File: src/rtl/uart_byte_rx.sv
// uart_byte_rx: 8N1 UART byte receiver with 16x oversampling and 3-sample majority vote.
//   Clk        in   system clock
//   Reset      in   asynchronous active-high reset
//   Baud_set   in   [2:0] rate select (0:9600 1:19200 2:38400 3:57600 4..7:115200), latched at start
//   uart_rx    in   serial line, idle high, asynchronous to Clk
//   Data       out  [7:0] last correctly framed byte, held until the next good frame
//   Rx_done    out  1-cycle strobe, Data newly valid
//   Frame_err  out  1-cycle strobe, stop bit voted 0
module uart_byte_rx #(
    parameter int unsigned CLK_FREQ = 50_000_000
) (
    input  logic       Clk,
    input  logic       Reset,
    input  logic [2:0] Baud_set,
    input  logic       uart_rx,
    output logic [7:0] Data,
    output logic       Rx_done,
    output logic       Frame_err
);

    // Subsample dividers, one per supported rate
    localparam int unsigned DIV_9600   = CLK_FREQ / (9600 * 16) - 1;
    localparam int unsigned DIV_19200  = CLK_FREQ / (19200 * 16) - 1;
    localparam int unsigned DIV_38400  = CLK_FREQ / (38400 * 16) - 1;
    localparam int unsigned DIV_57600  = CLK_FREQ / (57600 * 16) - 1;
    localparam int unsigned DIV_115200 = CLK_FREQ / (115200 * 16) - 1;
    // Slowest rate sets the counter width
    localparam int unsigned DIV_W      = (DIV_9600 < 2) ? 1 : $clog2(DIV_9600 + 1);
    localparam int unsigned SC_W       = 4;
    localparam int unsigned BIT_W      = 3;

    typedef enum logic [2:0] {
        S_IDLE,
        S_START,
        S_DATA,
        S_STOP,
        S_WAIT_HI
    } state_e;

    state_e             state_q,     state_d;
    logic               sync1_q,     sync1_d;
    logic               sync2_q,     sync2_d;
    logic               edge_q,      edge_d;
    logic [2:0]         baud_q,      baud_d;
    logic [DIV_W-1:0]   div_cnt_q,   div_cnt_d;
    logic [SC_W-1:0]    sc_q,        sc_d;
    logic [2:0]         samp_q,      samp_d;
    logic               vote_pend_q, vote_pend_d;
    logic [BIT_W-1:0]   bit_cnt_q,   bit_cnt_d;
    logic [7:0]         shift_q,     shift_d;
    logic [7:0]         data_q,      data_d;
    logic               rx_done_q,   rx_done_d;
    logic               frame_err_q, frame_err_d;

    logic               start_det;
    logic               tick;
    logic               bit_end;
    logic               vote;
    logic [DIV_W-1:0]   div_sel;

    function automatic logic [DIV_W-1:0] div_for(input logic [2:0] code);
        case (code)
            3'd0:    return DIV_W'(DIV_9600);
            3'd1:    return DIV_W'(DIV_19200);
            3'd2:    return DIV_W'(DIV_38400);
            3'd3:    return DIV_W'(DIV_57600);
            default: return DIV_W'(DIV_115200);
        endcase
    endfunction

    // State and datapath registers
    always_ff @(posedge Clk or posedge Reset) begin
        if (Reset) begin
            state_q     <= S_IDLE;
            sync1_q     <= 1'b1;
            sync2_q     <= 1'b1;
            edge_q      <= 1'b1;
            baud_q      <= '0;
            div_cnt_q   <= '0;
            sc_q        <= '0;
            samp_q      <= '0;
            vote_pend_q <= 1'b0;
            bit_cnt_q   <= '0;
            shift_q     <= '0;
            data_q      <= '0;
            rx_done_q   <= 1'b0;
            frame_err_q <= 1'b0;
        end else begin
            state_q     <= state_d;
            sync1_q     <= sync1_d;
            sync2_q     <= sync2_d;
            edge_q      <= edge_d;
            baud_q      <= baud_d;
            div_cnt_q   <= div_cnt_d;
            sc_q        <= sc_d;
            samp_q      <= samp_d;
            vote_pend_q <= vote_pend_d;
            bit_cnt_q   <= bit_cnt_d;
            shift_q     <= shift_d;
            data_q      <= data_d;
            rx_done_q   <= rx_done_d;
            frame_err_q <= frame_err_d;
        end
    end

    // Next-state, oversampling and output logic
    always_comb begin
        state_d     = state_q;
        sync1_d     = uart_rx;
        sync2_d     = sync1_q;
        edge_d      = sync2_q;
        baud_d      = baud_q;
        div_cnt_d   = div_cnt_q;
        sc_d        = sc_q;
        samp_d      = samp_q;
        vote_pend_d = 1'b0;
        bit_cnt_d   = bit_cnt_q;
        shift_d     = shift_q;
        data_d      = data_q;
        rx_done_d   = 1'b0;
        frame_err_d = 1'b0;

        start_det = (state_q == S_IDLE) && edge_q && !sync2_q;
        div_sel   = div_for(baud_q);
        tick      = (state_q != S_IDLE) && (div_cnt_q == div_sel);
        bit_end   = tick && (sc_q == SC_W'(15));
        vote      = (samp_q[0] & samp_q[1]) | (samp_q[0] & samp_q[2]) | (samp_q[1] & samp_q[2]);

        // Divider and subsample counter are held clear while idle so a frame starts aligned
        if (state_q == S_IDLE) begin
            div_cnt_d = '0;
            sc_d      = '0;
        end else if (tick) begin
            div_cnt_d = '0;
            sc_d      = sc_q + SC_W'(1);
            if ((sc_q == SC_W'(6)) || (sc_q == SC_W'(7)) || (sc_q == SC_W'(8))) begin
                samp_d = {samp_q[1:0], sync2_q};
            end
            // Vote is consumed on the clock after the last sample lands
            if (sc_q == SC_W'(8)) begin
                vote_pend_d = 1'b1;
            end
        end else begin
            div_cnt_d = div_cnt_q + DIV_W'(1);
        end

        case (state_q)
            S_IDLE: begin
                if (start_det) begin
                    state_d   = S_START;
                    baud_d    = Baud_set;
                    bit_cnt_d = '0;
                end
            end
            S_START: begin
                // A start bit that votes high was a glitch
                if (vote_pend_q && vote) begin
                    state_d = S_IDLE;
                end else if (bit_end) begin
                    state_d   = S_DATA;
                    bit_cnt_d = '0;
                end
            end
            S_DATA: begin
                if (vote_pend_q) begin
                    shift_d = {vote, shift_q[7:1]};
                end
                if (bit_end) begin
                    if (bit_cnt_q == BIT_W'(7)) begin
                        state_d = S_STOP;
                    end else begin
                        bit_cnt_d = bit_cnt_q + BIT_W'(1);
                    end
                end
            end
            S_STOP: begin
                // Decide at mid-stop so a back-to-back start edge is not missed
                if (vote_pend_q) begin
                    if (vote) begin
                        data_d    = shift_q;
                        rx_done_d = 1'b1;
                        state_d   = S_IDLE;
                    end else begin
                        frame_err_d = 1'b1;
                        state_d     = S_WAIT_HI;
                    end
                end
            end
            S_WAIT_HI: begin
                // A held break yields a single error, not one per frame time
                if (sync2_q) begin
                    state_d = S_IDLE;
                end
            end
            default: begin
                state_d = S_IDLE;
            end
        endcase
    end

    assign Data      = data_q;
    assign Rx_done   = rx_done_q;
    assign Frame_err = frame_err_q;

endmodule

File: config.mk
export PLATFORM = sky130hd
export DESIGN_NAME = uart_byte_rx
export DESIGN_NICKNAME = d
export VERILOG_FILES = /design/src/rtl/uart_byte_rx.sv
export SDC_FILE = /design/constraint.sdc
export NUM_CORES = 1
export LEC_CHECK = 0
export ABC_AREA = 1
export BUFFER_PORTS_ARGS = -buffer_cell sky130_fd_sc_hd__buf_2
export CAP_MARGIN = 15
export CORE_MARGIN = 2
export CORE_UTILIZATION = 30
export DETAILED_ROUTE_END_ITERATION = 8
export PLACE_DENSITY = 0.43
export REMOVE_ABC_BUFFERS = 1
export SLEW_MARGIN = 20
export SYNTH_ARGS = -nofsm -noshare
export SYNTH_HDL_FRONTEND = slang
export SYNTH_SLANG_ARGS = --single-unit
File: constraint.sdc
create_clock -name Clk -period 1.4 [get_ports Clk]
set_input_delay 0.42 -clock Clk [delete_from_list [all_inputs] [get_ports Clk]]
set_output_delay 0.42 -clock Clk [all_outputs]
set_load 0.01 [all_outputs]
==> impl_results.md <==
* Worst Tran Pin Value at 0.312 ns
* I/O pin cnt at 16
* Fmax at around 0.56 GHz
* Final critical-path required period at roughly 1.8 ns
* Clock Skew at 0.00531 ns
* Sink Count at 47
* Dpl cell area at 0.00292 mm^2
* Syn Area/Cell at 8.61 um^2
* Cell row count at 31
* Worst-skew pair later-pin latency at approximately 0.3 ns
* Clock slew at reported path FFs at 0.09 ns
* Port Buffer Count at 15
* CTS Buf Count at 5
* R2R depth at 10
* Largest net degree at the start of global routing at 25
* Share of the synthesized area in the top cell type at 48.6%
* Dpl ws at -0.346 ns
* Crit start category: register
* Worst path slowest cell: dfrtp_2
* Detailed-router iteration count before antenna repair at 4
* DR WL/cell at between 10 and 15 um
* Pwr/cell area at 1460 mW/mm^2
* GPL Wtd Cong at approximately 0.83
* Drt total wl at slightly above 5000 um
* Number of global-route vias before repair at between 1500 and 2000
* Final setup margin at -0.378 ns
* Period utilization at 127%
* First DRT Iteration DRCs at between 40 and 50
* Max Slew Vio Count at 0
* # H-tree levels at 2
* Diodes inserted at 0
* Setup CP Type: register to register
* Ranking of synthesized cells by area: dfrtp_1 (49%), nand2_1 (9.8%), o21ai_0 (5.5%)
* Failing checks: setup timing
* Cell taking the most area after synthesis: dfrtp_1
* Die Span Y at around 90 um
* Via count at around 1900
* CTS max path bufs at 2
* Most frequent cells in the layout: buf_4 (55), dfrtp_1 (41), nand2_1 (37), inv_1 (28), nor2_1 (19)
* Layout cells sized above 1 at a little under half
* Crit path DAT at 1.97 ns
* Vias per cell at between 4 and 5
* Hold WS at 0.0575 ns
* Run status: finished, violations left
* Synthesis-to-layout area growth at 51.2%
* HPWL Detailed at between 3000 and 4000 um
* Final Net Count at 361
* Post-synth EDFFs at 0
* Final Instance Area at 0.00342 mm^2
* Fillcell total at 754
* VDD IR max at 683 uV
* Critical Path Sink Type: register
* Die area at 0.00826 mm^2
* Gr ovfl total at 0
* Synth cell types at 29
* Cell area after synthesis at 0.00226 mm^2
* Area of the core at roughly 0.0073 mm^2
* Crit-path max cell delay at ~0.48 ns
* Setup violators final at 30
* Starting Density at 31.0%
* Mapped Cells at 263
* TritonCTS clock tree: done
* Synth Register Bits at 47
* Commonest non-fill, non-tap cell in the layout: buf_4
* CP required at around 1.6 ns
* Leakage power at 0.00165 uW
* Critical-path cell list: inv_2, nand2_1, nor2_2, a21oi_2, nor2_4, nand4_4, a21oi_4, nand2_2, nand2_2, nand2_1
* Post-route antenna net violation count at 0
* Most common flop cell mapped by yosys: dfrtp_1
* Synth async-reset ratio at 100%
* Die X-Extent at a little over 90 um
* CTS Hold Buffers Added at 0
* Max cap viols at 0
* Initial antenna violation count at 0
* Warnings, synthesis at 0
* Unrepaired setup endpoints after global routing: true
* Slew HR at roughly four fifths
* First-pass GRT wire length at 8570 um
* Root buffer cell: clkbuf_8
* Sequential area share after synthesis at 52.1%
* Worst Hold Class: input pin to async pin
* Final hold vios at 0
* Worst-path fanout max at 7
* # DRC at 0
* Setup TNS at -5.66 ns
* PnR Total Power at between 4000 and 5000 uW
* GRT Util Overall at 12.9%
==> stage by stage <==
step           std cells  util, %
5_1_grt              449     46.9
3_3_place_gp         430     40.0
4_1_cts              442     43.0
2_1_floorplan        260        -
6_report             449     46.9
3_5_place_dp         430     40.0
==> final timing paths <==
| path | start | end | slack [ns] |
|---|---|---|---|
| max in group asynchronous | Reset | sync1_q | 0.89 |
| min in group Clk | uart_rx | sync1_q | 0.21 |
| setup reg to reg | baud_q[2] | bit_cnt_q[1] | -0.38 |
| hold reg to reg | sync1_q | edge_d | 0.36 |
| setup / recovery | baud_q[2] | bit_cnt_q[1] | -0.38 |
| hold / removal | Reset | div_cnt_q[8] | 0.06 |
==> power breakdown <==
| group | leakage, uW | internal (uW) | switching (uW) |
|---|---|---|---|
| clock network | 0.0000612 | 578 | 463 |
| logic | 0.000963 | 1040 | 1200 |
| registers | 0.000629 | 1530 | 200 |
==> layout make-up <==
cell class | instances | area [um^2] | share of cell area (%)
inverters | 36 | 138 | 4.02
well taps | 99 | 124 | 3.62
multi-input cells | 177 | 1160 | 34.0
clock inverters | 2 | 35.0 | 1.02
clock buffers | 6 | 82.6 | 2.41
flip-flops and latches | 47 | 1180 | 34.6
repair buffers | 82 | 694 | 20.3
==> cell families (layout without fill, tap and decap cells) <==
kind of cell | count (synthesis) | after routing | share of synthesized area [%]
buffers and inverters | 39 | 126 | 6.58
adder cells (fa/ha/maj) | 6 | 6 | 3.32
multiplexers | 1 | 1 | 0.442
XOR/XNOR | 3 | 3 | 1.16
flip-flops | 47 | 47 | 52.1
AND/OR/NAND/NOR | 128 | 128 | 26.5
AO/OA/AOI/OAI | 39 | 39 | 9.90
==> layer usage <==
metal  GRT usage [%]  vias to the layer above  share of wire (%)
met4            4.17                        0                1.1
met5               0                        -                  0
li1                -                     1017                  -
met1            17.3                      889                 48
met2            20.3                       20                 48
met3            3.26                        4                3.2
==> cells in the mapped netlist, drive strengths merged (2+ instances only) <==
cell type,n
a21oi,8
buf,2
dfrtp,44
dfstp,3
ha,6
inv,36
nand2,62
nand3,19
nand3b,2
nand4,2
nor2,32
nor3,8
nor3b,2
o211ai,2
o21ai,28
xor2,3
==> repair_timing <==
item | in CTS | in global routing
cloned | 1 | 2
endpoints found under the setup margin | 39 | 42
buffers inserted | 3 | 8
resized for setup | 23 | 67
pin swaps | 6 | 21
endpoints found under the hold margin | 0 | 0
==> critical path, delay by kind of cell, from the launching register on <==
kind,cells,cell delay (ns)
AO/OA/AOI/OAI,2,0.31
AND/OR/NAND/NOR,7,0.76
buffers and inverters,1,0.11
flip-flops,1,0.48
==> registers in the layout, indices dropped and copies added (netlist names) <==
register	flops
Data	8
Frame_err	1
Rx_done	1
baud_q	3
bit_cnt_q	3
div_cnt_q	9
edge_d	1
edge_q	1
samp_q	3
sc_q	4
shift_q	8
state_q	3
sync1_q	1
vote_pend_q	1
Power figures use the tool's default switching activity.
